[config.mk]
export PLATFORM = sky130hd
export DESIGN_NAME = xadc_scan_sequencer
export DESIGN_NICKNAME = d
export VERILOG_FILES = /design/src/rtl/xadc_pkg.sv /design/src/rtl/xadc_slot_avg.sv /design/src/rtl/xadc_scan_sequencer.sv
export SDC_FILE = /design/constraint.sdc
export NUM_CORES = 1
export LEC_CHECK = 0
export CAP_MARGIN = 5
export CORE_MARGIN = 2
export CORE_UTILIZATION = 30
export CTS_CLUSTER_SIZE = 14
export DETAILED_ROUTE_END_ITERATION = 16
export HOLD_SLACK_MARGIN = 0.12
export RECOVER_POWER = 100
export REMOVE_ABC_BUFFERS = 1
export SYNTH_ARGS = -nofsm -noshare
export SYNTH_HDL_FRONTEND = slang
export SYNTH_SLANG_ARGS = --single-unit
export TNS_END_PERCENT = 5
[constraint.sdc]
create_clock -name clk -period 2.1 [get_ports clk]
set_input_delay 0.315 -clock clk [delete_from_list [all_inputs] [get_ports clk]]
set_output_delay 0.315 -clock clk [all_outputs]
set_load 0.1 [all_outputs]
[src/rtl/xadc_pkg.sv]
// Shared types and constants for the XADC auxiliary-channel DRP sequencer.
// Channel order: VAUX6, VAUX7, VAUX15, VAUX14.
package xadc_pkg;

    typedef enum logic [2:0] {
        IDLE,
        REQ,
        WAIT,
        STORE,
        FRAME
    } state_t;

    localparam logic [6:0] ADDR_VAUX6  = 7'h16;
    localparam logic [6:0] ADDR_VAUX7  = 7'h17;
    localparam logic [6:0] ADDR_VAUX15 = 7'h1F;
    localparam logic [6:0] ADDR_VAUX14 = 7'h1E;

    localparam logic [1:0] SLOT_VAUX6  = 2'd0;
    localparam logic [1:0] SLOT_VAUX7  = 2'd1;
    localparam logic [1:0] SLOT_VAUX15 = 2'd2;
    localparam logic [1:0] SLOT_VAUX14 = 2'd3;

    localparam int SAMPLE_W = 12;

    function automatic logic [6:0] ch_addr(input logic [1:0] idx);
        case (idx)
            SLOT_VAUX6:  return ADDR_VAUX6;
            SLOT_VAUX7:  return ADDR_VAUX7;
            SLOT_VAUX15: return ADDR_VAUX15;
            default:     return ADDR_VAUX14;
        endcase
    endfunction

endpackage

[src/rtl/xadc_slot_avg.sv]
// Per-slot 4-sweep accumulator; publishes sum >> 2 on dump.
// Used by xadc_scan_sequencer only when XADC_AVG_EN is defined.
module xadc_slot_avg
    import xadc_pkg::*;
(
    input  logic                clk,
    input  logic                rst,
    input  logic                add_en,
    input  logic                use_prev,
    input  logic [SAMPLE_W-1:0] sample,
    input  logic                dump,
    output logic [15:0]         slot
);

    logic [17:0]         acc_q, acc_d;
    logic [15:0]         avg_q, avg_d;
    logic [SAMPLE_W-1:0] add_val;
    logic [17:0]         sum;

    always_comb begin
        add_val = use_prev ? avg_q[SAMPLE_W-1:0] : sample;
        sum     = acc_q + (add_en ? {6'b0, add_val} : 18'd0);
        acc_d   = add_en ? sum : acc_q;
        avg_d   = avg_q;
        // dump coincides with the last slot's add, so use the summed value
        if (dump) begin
            acc_d = '0;
            avg_d = sum[17:2];
        end
    end

    always_ff @(posedge clk) begin
        if (rst) begin
            acc_q <= '0;
            avg_q <= '0;
        end else begin
            acc_q <= acc_d;
            avg_q <= avg_d;
        end
    end

    assign slot = avg_q;

endmodule

[src/rtl/xadc_scan_sequencer.sv]
// DRP read sequencer for the four XADC auxiliary audio channels.
// Define XADC_AVG_EN to average each slot over four sweeps.
module xadc_scan_sequencer
    import xadc_pkg::*;
#(
    parameter int TIMEOUT_CYC = 64,
    parameter int NUM_CH      = 4
) (
    input  logic        clk,
    input  logic        rst,
    input  logic        eoc,
    output logic        den,
    output logic        dwe,
    output logic [6:0]  daddr,
    input  logic        drdy,
    input  logic [15:0] do_data,
    output logic [63:0] ch_data,
    output logic        frame_valid,
    output logic        busy,
    output logic        err_timeout,
    output logic        overrun
);

    localparam int               CNT_W    = $clog2(TIMEOUT_CYC) + 1;
    localparam logic [CNT_W-1:0] TMO_LAST = CNT_W'(TIMEOUT_CYC - 1);
    localparam logic [1:0]       LAST_IDX = 2'(NUM_CH - 1);

    state_t              state_q, state_d;
    logic [1:0]          idx_q, idx_d;
    logic                den_q, den_d;
    logic [6:0]          daddr_q, daddr_d;
    logic [CNT_W-1:0]    tmo_q, tmo_d;
    logic [SAMPLE_W-1:0] stage_q, stage_d;
    logic                nowr_q, nowr_d;
    logic                fv_q, fv_d;
    logic                busy_q, busy_d;
    logic                err_q, err_d;
    logic                ovr_q, ovr_d;
    logic                pend_q, pend_d;
    logic                frame_hit;
    logic                unused_lsb;

    assign unused_lsb = ^do_data[3:0];

`ifdef XADC_AVG_EN
    logic [1:0] sweep_q, sweep_d;
    logic       dump;

    assign dump      = (state_q == STORE) && (idx_q == LAST_IDX)
                       && (sweep_q == 2'd3);
    assign frame_hit = dump;

    for (genvar g = 0; g < NUM_CH; g++) begin : g_avg
        xadc_slot_avg u_avg (
            .clk      (clk),
            .rst      (rst),
            .add_en   ((state_q == STORE) && (idx_q == 2'(g))),
            .use_prev (nowr_q),
            .sample   (stage_q),
            .dump     (dump),
            .slot     (ch_data[16*g +: 16])
        );
    end
`else
    logic [63:0] ch_data_q, ch_data_d;

    assign frame_hit = 1'b1;
    assign ch_data   = ch_data_q;
`endif

    always_comb begin
        state_d = state_q;
        idx_d   = idx_q;
        tmo_d   = tmo_q;
        stage_d = stage_q;
        nowr_d  = nowr_q;
        err_d   = err_q;
        ovr_d   = ovr_q;
        pend_d  = pend_q;
        fv_d    = 1'b0;
`ifdef XADC_AVG_EN
        sweep_d = sweep_q;
`else
        ch_data_d = ch_data_q;
`endif

        // one trigger may queue behind the running sweep; more are dropped
        if (eoc && (state_q != IDLE || pend_q)) begin
            if (pend_q) ovr_d  = 1'b1;
            else        pend_d = 1'b1;
        end

        case (state_q)
            IDLE: begin
                if (eoc || pend_q) begin
                    state_d = REQ;
                    idx_d   = '0;
                    pend_d  = 1'b0;
                end
            end
            REQ: begin
                tmo_d   = '0;
                state_d = WAIT;
            end
            WAIT: begin
                tmo_d = tmo_q + 1'b1;
                if (drdy) begin
                    stage_d = do_data[15:4];
                    nowr_d  = 1'b0;
                    state_d = STORE;
                end else if (tmo_q == TMO_LAST) begin
                    err_d   = 1'b1;
                    nowr_d  = 1'b1;
                    state_d = STORE;
                end
            end
            STORE: begin
`ifndef XADC_AVG_EN
                if (!nowr_q)
                    ch_data_d[{idx_q, 4'b0} +: 16] = {4'b0, stage_q};
`endif
                if (idx_q == LAST_IDX) begin
                    state_d = FRAME;
                    fv_d    = frame_hit;
`ifdef XADC_AVG_EN
                    sweep_d = sweep_q + 1'b1;
`endif
                end else begin
                    idx_d   = idx_q + 1'b1;
                    state_d = REQ;
                end
            end
            FRAME: begin
                if (pend_q) begin
                    pend_d  = 1'b0;
                    idx_d   = '0;
                    state_d = REQ;
                end else begin
                    state_d = IDLE;
                end
            end
            default: state_d = IDLE;
        endcase

        den_d   = (state_d == REQ);
        daddr_d = den_d ? ch_addr(idx_d) : daddr_q;
        busy_d  = (state_d != IDLE);
    end

    always_ff @(posedge clk) begin
        if (rst) begin
            state_q   <= IDLE;
            idx_q     <= '0;
            den_q     <= 1'b0;
            daddr_q   <= ADDR_VAUX6;
            tmo_q     <= '0;
            stage_q   <= '0;
            nowr_q    <= 1'b0;
            fv_q      <= 1'b0;
            busy_q    <= 1'b0;
            err_q     <= 1'b0;
            ovr_q     <= 1'b0;
            pend_q    <= 1'b0;
`ifdef XADC_AVG_EN
            sweep_q   <= '0;
`else
            ch_data_q <= '0;
`endif
        end else begin
            state_q   <= state_d;
            idx_q     <= idx_d;
            den_q     <= den_d;
            daddr_q   <= daddr_d;
            tmo_q     <= tmo_d;
            stage_q   <= stage_d;
            nowr_q    <= nowr_d;
            fv_q      <= fv_d;
            busy_q    <= busy_d;
            err_q     <= err_d;
            ovr_q     <= ovr_d;
            pend_q    <= pend_d;
`ifdef XADC_AVG_EN
            sweep_q   <= sweep_d;
`else
            ch_data_q <= ch_data_d;
`endif
        end
    end

    assign den         = den_q;
    assign dwe         = 1'b0;
    assign daddr       = daddr_q;
    assign frame_valid = fv_q;
    assign busy        = busy_q;
    assign err_timeout = err_q;
    assign overrun     = ovr_q;

endmodule
==> results_tabular.tex <==
\begin{tabular}{lr}
\hline
Metric & Value \\
\hline
\multicolumn{2}{l}{\textbf{Cells and area}} \\
Most frequent cells in the layout & sky130\_fd\_sc\_hd\_\_dfxtp\_1, sky130\_fd\_sc\_hd\_\_nand2\_1, sky130\_fd\_sc\_hd\_\_a21oi\_1 \\
Area of the multi-input gates & 1549 um2 \\
P\&R area growth vs syn & 24.07\% \\
Non-filler cells, final & between 600 and 700 \\
Number of nets in the layout & 511 \\
Share of final-layout standard cells stronger than drive strength 1 & 0.1783 \\
FILL cells & 1,149 \\
Antenna cell count & 0 \\
Leading cell type in the layout, fill and taps excluded & sky130\_fd\_sc\_hd\_\_dfxtp\_1 \\
Sequential cell area & between 1500 and 2000 um2 \\
\multicolumn{2}{l}{\textbf{CTS}} \\
Hold bufs inserted after CTS & 0 \\
Clock slew at the register clock pins of the worst setup and hold paths & about 0.060 ns \\
CTS tree & built \\
Number of buffers on the longest clock path & 2 \\
Post-CTS setup repair buffer count & 0 \\
Buffer type at the clock tree root & sky130\_fd\_sc\_hd\_\_clkbuf\_16 \\
Cts repair resizes & 0 \\
Depth of the CTS H-tree & 3 \\
Cts bufs inserted & 9 \\
Clock sink count & 81 \\
Insertion delay of the later-clocked pin in the worst-skew pair & about 0.33 ns \\
\multicolumn{2}{l}{\textbf{Global routing}} \\
GR Util All Layers & 0.1450 \\
First-pass GRT wire length & 14.52 mm \\
Pin count of the biggest net entering global routing & 51 \\
Total gr overflow & 0 \\
Number of antenna violations at the first check in global routing & 0 \\
Number of global-route vias before repair & about 2,800 \\
\multicolumn{2}{l}{\textbf{Drt}} \\
Final antenna-violating net count & 0 \\
Number of DRC violations after detailed-routing iteration 0 & 126 \\
Via/cell ratio & around 4.8 \\
Count of TritonRoute iterations in the first routing pass & 4 \\
Via Count & 2,986 \\
Overall routed net length & 8.780 mm \\
Routed length per placed instance & 13.98 um \\
Number of remaining DRC errors & 0 \\
\multicolumn{2}{l}{\textbf{Setup path}} \\
Minimum setup slack among reg-to-reg paths & $\sim$0.23 ns \\
Number of cells on the worst reg-to-reg path & 6 \\
Worst setup path startpoint & idx\_q[0]\$\_SDFF\_PP0\_ \\
Data arrival time of the worst path & 2.13 ns \\
Crit path launch type & flop \\
Endpoint kind of the worst setup timing path & flop \\
FF-to-FF Start & idx\_q[0]\$\_SDFF\_PP0\_ \\
Peak fanout along the critical path & 12 \\
Setup Crit Path Kind & flop to flop \\
CP Capture Point & ch\_data[20]\$\_SDFFE\_PP0P\_ \\
Required time of the critical path & 2.36 ns \\
Endpoint of the worst register-to-register path & ch\_data[20]\$\_SDFFE\_PP0P\_ \\
\multicolumn{2}{l}{\textbf{Logic synthesis}} \\
Gate Count Post-Synth & around 420 \\
Sequential-to-total area share from yosys stat & 0.4749 \\
Post-synthesis instance area & 3415 um2 \\
Warnings, synthesis & 0 \\
Flop and latch count out of synthesis & 81 \\
Mean area per synthesized cell & 8.149 um2 \\
Number of library cell types mapped by synthesis & 38 \\
\multicolumn{2}{l}{\textbf{Timing}} \\
Fmax & around 530 MHz \\
Transition time at the pin with the least slew margin & 0.5520 ns \\
Setup tns final & 0 ns \\
Worst Clk Skew & 0.007823 ns \\
Setup repair after global routing missed its margin & no \\
Worst slew margin relative to its limit & 0.6336 \\
Final hold viol count & 0 \\
Period utilisation layout & 0.8908 \\
Setup-violating endpoint count in the final report & 0 \\
Final slew viol count & 0 \\
Least setup slack across all paths after layout & 0.2294 ns \\
Minimum clock period after layout & 1.871 ns \\
\multicolumn{2}{l}{\textbf{Placed design}} \\
Detailed Place HPWL & 6.105 mm \\
Worst setup timing slack at the placement stage & 0.3488 ns \\
Placed insts & 612 \\
Number of I/O port buffers & 70 \\
Weighted congestion reported at the end of routability-driven placement & 0.8149 \\
\multicolumn{2}{l}{\textbf{Die}} \\
Cell Rows & 38 \\
I/O pin count & 97 \\
Height of the die & 110.7 um \\
Floorplan core area & 10,980 um2 \\
Effective utilization at floorplan & 0.3109 \\
Area enclosed by the die boundary & 12,250 um2 \\
Chip Width & 110.7 um \\
\multicolumn{2}{l}{\textbf{Pwr}} \\
Fraction of power consumed by combinational cells & 0.139 \\
Share of total power in sequential cells & 0.417 \\
Leakage power & 0.001581 uW \\
Sw Share & 0.2904 \\
Power Density & 926.6 nW/um2 \\
IR Drop Worst-Case VDD & $\sim$0.62 mV \\
NetSw & 1140 uW \\
Internal power consumption & 2786 uW \\
Share of power burned in the clock network & 0.445 \\
\multicolumn{2}{l}{\textbf{Min path}} \\
Worst min-delay path category & input port to flop \\
\multicolumn{2}{l}{\textbf{Flow run}} \\
Maxcap violations & 0 \\
\multicolumn{2}{l}{\textbf{Status}} \\
Outcome & completed \\
\hline
\end{tabular}
==> metal layers <==
metal,vias to the layer above,track usage,part of all wire
met5,-,0,0
met1,1361,0.2003,0.48
met3,11,0.04429,0.055
met4,0,0.03583,0.014
li1,1516,-,-
met2,98,0.2213,0.45
==> power groups by stage <==
stage	clock network (uW)	logic (uW)	registers (uW)
2_1_floorplan	0	322	1740
3_3_place_gp	0	551	1670
3_5_place_dp	0	557	1670
4_1_cts	1790	561	1640
5_1_grt	1860	586	1640
6_report	1750	545	1640
==> critical path, cell delays in order (launching register included) <==
cell	delay (ns)
sky130_fd_sc_hd__dfxtp_1	0.51
sky130_fd_sc_hd__inv_1	0.16
sky130_fd_sc_hd__ha_1	0.37
sky130_fd_sc_hd__nor3b_1	0.19
sky130_fd_sc_hd__clkbuf_2	0.29
sky130_fd_sc_hd__nand3_1	0.11
sky130_fd_sc_hd__a21oi_1	0.17
==> cells by family (layout without fill, tap and decap cells) <==
group / after synthesis / in the layout / share of synthesized area
XOR/XNOR: 2 / 2 / 0.005131
buffers and inverters: 57 / 106 / 0.08978
AO/OA/AOI/OAI: 91 / 91 / 0.1447
AND/OR/NAND/NOR: 178 / 178 / 0.2539
other: 2 / 22 / 0.002199
adder cells (fa/ha/maj): 8 / 8 / 0.02932
flip-flops: 81 / 81 / 0.4749
==> Yosys cell counts <==
cell,count,area share
sky130_fd_sc_hd__nand2b_1,6,0.011
sky130_fd_sc_hd__conb_1,2,0.0022
sky130_fd_sc_hd__or2_1,1,0.0018
sky130_fd_sc_hd__nor4b_1,1,0.0026
sky130_fd_sc_hd__a2bb2oi_1,1,0.0026
sky130_fd_sc_hd__buf_4,22,0.048
sky130_fd_sc_hd__or3b_1,4,0.010
sky130_fd_sc_hd__a22oi_1,2,0.0044
sky130_fd_sc_hd__a21oi_1,68,0.10
sky130_fd_sc_hd__ha_1,8,0.029
sky130_fd_sc_hd__dfxtp_1,81,0.47
sky130_fd_sc_hd__clkbuf_1,20,0.022
sky130_fd_sc_hd__or3_1,3,0.0055
sky130_fd_sc_hd__nor3b_1,8,0.018
sky130_fd_sc_hd__nor2_1,12,0.013
sky130_fd_sc_hd__nor4_1,2,0.0037
sky130_fd_sc_hd__nor3_1,6,0.0088
sky130_fd_sc_hd__nor3b_2,2,0.0073
sky130_fd_sc_hd__o21ai_1,2,0.0029
sky130_fd_sc_hd__nand3b_4,1,0.0059
sky130_fd_sc_hd__nand3_1,51,0.075
sky130_fd_sc_hd__a21o_1,1,0.0022
sky130_fd_sc_hd__nor2b_1,1,0.0018
sky130_fd_sc_hd__buf_2,8,0.012
sky130_fd_sc_hd__o21a_1,1,0.0022
sky130_fd_sc_hd__a211oi_1,1,0.0022
sky130_fd_sc_hd__buf_1,2,0.0022
sky130_fd_sc_hd__a2111oi_0,1,0.0026
sky130_fd_sc_hd__and2_1,1,0.0018
sky130_fd_sc_hd__inv_1,5,0.0055
sky130_fd_sc_hd__o211ai_1,1,0.0022
sky130_fd_sc_hd__a31oi_1,6,0.011
sky130_fd_sc_hd__nand2_1,78,0.086
sky130_fd_sc_hd__o21ai_0,4,0.0059
sky130_fd_sc_hd__xnor2_1,2,0.0051
sky130_fd_sc_hd__o22ai_1,1,0.0018
sky130_fd_sc_hd__or4_1,1,0.0022
sky130_fd_sc_hd__a31o_1,2,0.0051
==> area by class of cell <==
type | count | area share
multi-input combinational | 301 | 0.3656
tap | 140 | 0.04135
sequential | 81 | 0.3828
clock inverter | 6 | 0.02304
inverter | 5 | 0.004430
timing repair buffer | 85 | 0.1264
clock buffer | 10 | 0.05641
==> through the flow <==
| stage | area, um2 | total power, uW | utilization | hold WS (ns) |
|---|---|---|---|---|
| 5_1_grt | 4237 | 4085 | 0.3857 | 0.4159 |
| 4_1_cts | 4397 | 3991 | 0.4003 | 0.3708 |
| 2_1_floorplan | 3202 | 2061 | - | 0.3841 |
| 6_report | 4237 | 3926 | 0.3857 | 0.3785 |
| 3_5_place_dp | 4060 | 2229 | 0.3697 | 0.4457 |
| 3_3_place_gp | 4060 | 2222 | 0.3697 | 0.4427 |
==> worst min-delay path by stage <==
stage / startpoint / to / slack (ns) / cells past startpoint
after floorplan: rst / busy$_SDFF_PP0_ / 0.38 / 1
after CTS: rst / tmo_q[1]$_SDFFE_PP0P_ / 0.37 / 2
final: rst / tmo_q[1]$_SDFFE_PP0P_ / 0.38 / 2
after global placement: ch_data[34]$_SDFFE_PP0P_ / ch_data[34]$_SDFFE_PP0P_ / 0.44 / 2
after detailed placement: ch_data[59]$_SDFFE_PP0P_ / ch_data[59]$_SDFFE_PP0P_ / 0.45 / 2
after global routing: rst / tmo_q[0]$_SDFFE_PP0P_ / 0.42 / 2
==> flip-flops by register name, summed over array words and instances (netlist names) <==
name / count
ch_data: 48
stage_q: 12
tmo_q: 7
state_q: 3
daddr: 2
idx_q: 2
busy: 1
den: 1
err_timeout: 1
frame_valid: 1
nowr_q: 1
overrun: 1
pend_q: 1
Power figures use the tool's default switching activity.
==> RTL change (same settings) <==
The parameter `TIMEOUT_CYC` goes from 64 to 128.
--- a/src/rtl/xadc_scan_sequencer.sv
+++ b/src/rtl/xadc_scan_sequencer.sv
@@ -4,5 +4,5 @@
     import xadc_pkg::*;
 #(
-    parameter int TIMEOUT_CYC = 64,
+    parameter int TIMEOUT_CYC = 128,
     parameter int NUM_CH      = 4
 ) (
Formal check against the unedited RTL: same outputs for any inputs over 10 cycles, from zero or initial values and one cycle with rst high; that may be too few to reach the edited logic, so the function may still have changed.
==> RTL change against the original RTL <==
Power is 5.6% lower. Routed wire length is 1.6% lower. Cell area is 0.71% lower. Largest cell class unchanged. First-iteration DRC count is 4.0% higher. Combinational power is 0.9% higher. Sequential cell count is 1 higher. Worst setup slack better by 0.071 ns. Synthesized area is 1.9% higher.
==> RTL change: results (changes against the original RTL) <==
max-slew headroom at the worst pin 60.5% (-2.8 points); weighted congestion at the end of routability-driven global placement 0.802 (-1.6%); share of final-layout standard cells stronger than drive strength 1 18.0% (+0.13 points); filler cell count in the final layout 1226 (+6.7%); largest net degree at the start of global routing 44 (-14%); final routed wire length divided by cell count 13.6 um (-2.4%); slowest cell on the critical path sky130_fd_sc_hd__and2_0; DR iter-0 viols 131 (+4.0%); worst setup slack before clock tree synthesis 0.122 ns (-0.227 ns); sequential share of the synthesized area 47.2% (-0.31 points); leading post-synthesis cells by instance count 82 x sky130_fd_sc_hd__dfxtp_1, 82 x sky130_fd_sc_hd__nand2_1, 70 x sky130_fd_sc_hd__a21oi_1, 50 x sky130_fd_sc_hd__nand3_1, 27 x sky130_fd_sc_hd__buf_4; mean number of vias per cell 4.70 (-1.2%); first-pass GRT wire length 14200 um (-2.6%); CTS root buffer sky130_fd_sc_hd__clkbuf_16; Final Net Count 514 (+0.59%); CP Data Arrival Time 2.06 ns (-0.07 ns); maximum ir drop on the vdd rail 0.420 mV (-32%); Pint 2540 uW (-8.8%); placed wire-length estimate after detailed placement 6150 um (+0.66%); PortBufs 70 (unchanged); postcts setup bufs 0 (unchanged); GRT Overall Usage 14.1% (-0.37 points); H-tree lvl count 3 (unchanged); max-cap violations 0 (unchanged); top post-synthesis cells by area sky130_fd_sc_hd__dfxtp_1 47%, sky130_fd_sc_hd__a21oi_1 10%, sky130_fd_sc_hd__nand2_1 8.8%; number of global-route vias before repair 2768 (-1.0%); maximum single-stage delay on the critical path 0.53 ns (+0.02 ns); final clock skew 0.00805 ns (+0.000229 ns); FFs w/ async S/R, synth 0% (unchanged); number of distinct library cell variants in the gate-level netlist after synthesis 42 (+11%); leakage power total 0.00161 uW (+2.1%); run status completed; later-pin clock latency in the skew report 0.34 ns; worst min-delay path category in2reg
[RTL change: per-layer routing]
layer	routed length, um	track usage, %
met5	0	0
met2	3970	22.0
met4	172	5.43
met1	3960	19.2
met3	534	3.10
[RTL change: path summary, 6_finish.rpt]
path                   start     endpoint  slack (ns)  depth (start not counted)
setup reg to reg  state_q[1]  ch_data[50]        0.30                          4
hold / removal           rst          den        0.34                          2
setup / recovery  state_q[1]  ch_data[50]        0.30                          4
hold reg to reg   ch_data[3]   ch_data[3]        0.45                          2
[RTL change: through the flow]
stage                     util (%)  hold slack, ns  std cells  cell area, um2
after floorplan                  -           0.384        393            3260
after global placement        36.0           0.444        617            4090
after detailed placement      36.0           0.448        617            4090
after CTS                     38.5           0.344        633            4370
after global routing          37.0           0.373        633            4210
final                         37.0           0.341        633            4210
[RTL change: cell families (layout without fill, tap and decap cells)]
logic type / after synthesis / count (layout) / synth area share [%]
compound gates: 89 / 89 / 13.7
xor+xnor: 3 / 3 / 0.755
fa+ha+maj: 9 / 9 / 3.24
buf+inv: 53 / 101 / 8.99
flops: 82 / 82 / 47.2
mux: 2 / 2 / 0.575
other cells: 2 / 22 / 0.216
simple gates: 182 / 182 / 25.3
[RTL change: power by group through the flow]
stage	Clock [uW]	Sequential, uW	Combinational [uW]
after detailed placement	0	1690	567
after global routing	1600	1660	592
after floorplan	0	1750	330
after CTS	1530	1650	568
after global placement	0	1680	562
final	1510	1650	550
[RTL change: critical path, delay by kind of cell (launching register included)]
kind / cells / cell delay, ns
AO/OA/AOI/OAI: 1 / 0.19
flip-flops: 1 / 0.50
AND/OR/NAND/NOR: 3 / 1.04
[RTL change: area by class of cell]
type | instances | area share, %
Sequential cell | 82 | 39.0
Multi-Input combinational cell | 307 | 37.8
Timing Repair Buffer | 81 | 11.8
Clock buffer | 9 | 5.35
Tap cell | 143 | 4.25
Clock inverter | 7 | 1.40
Inverter | 4 | 0.357
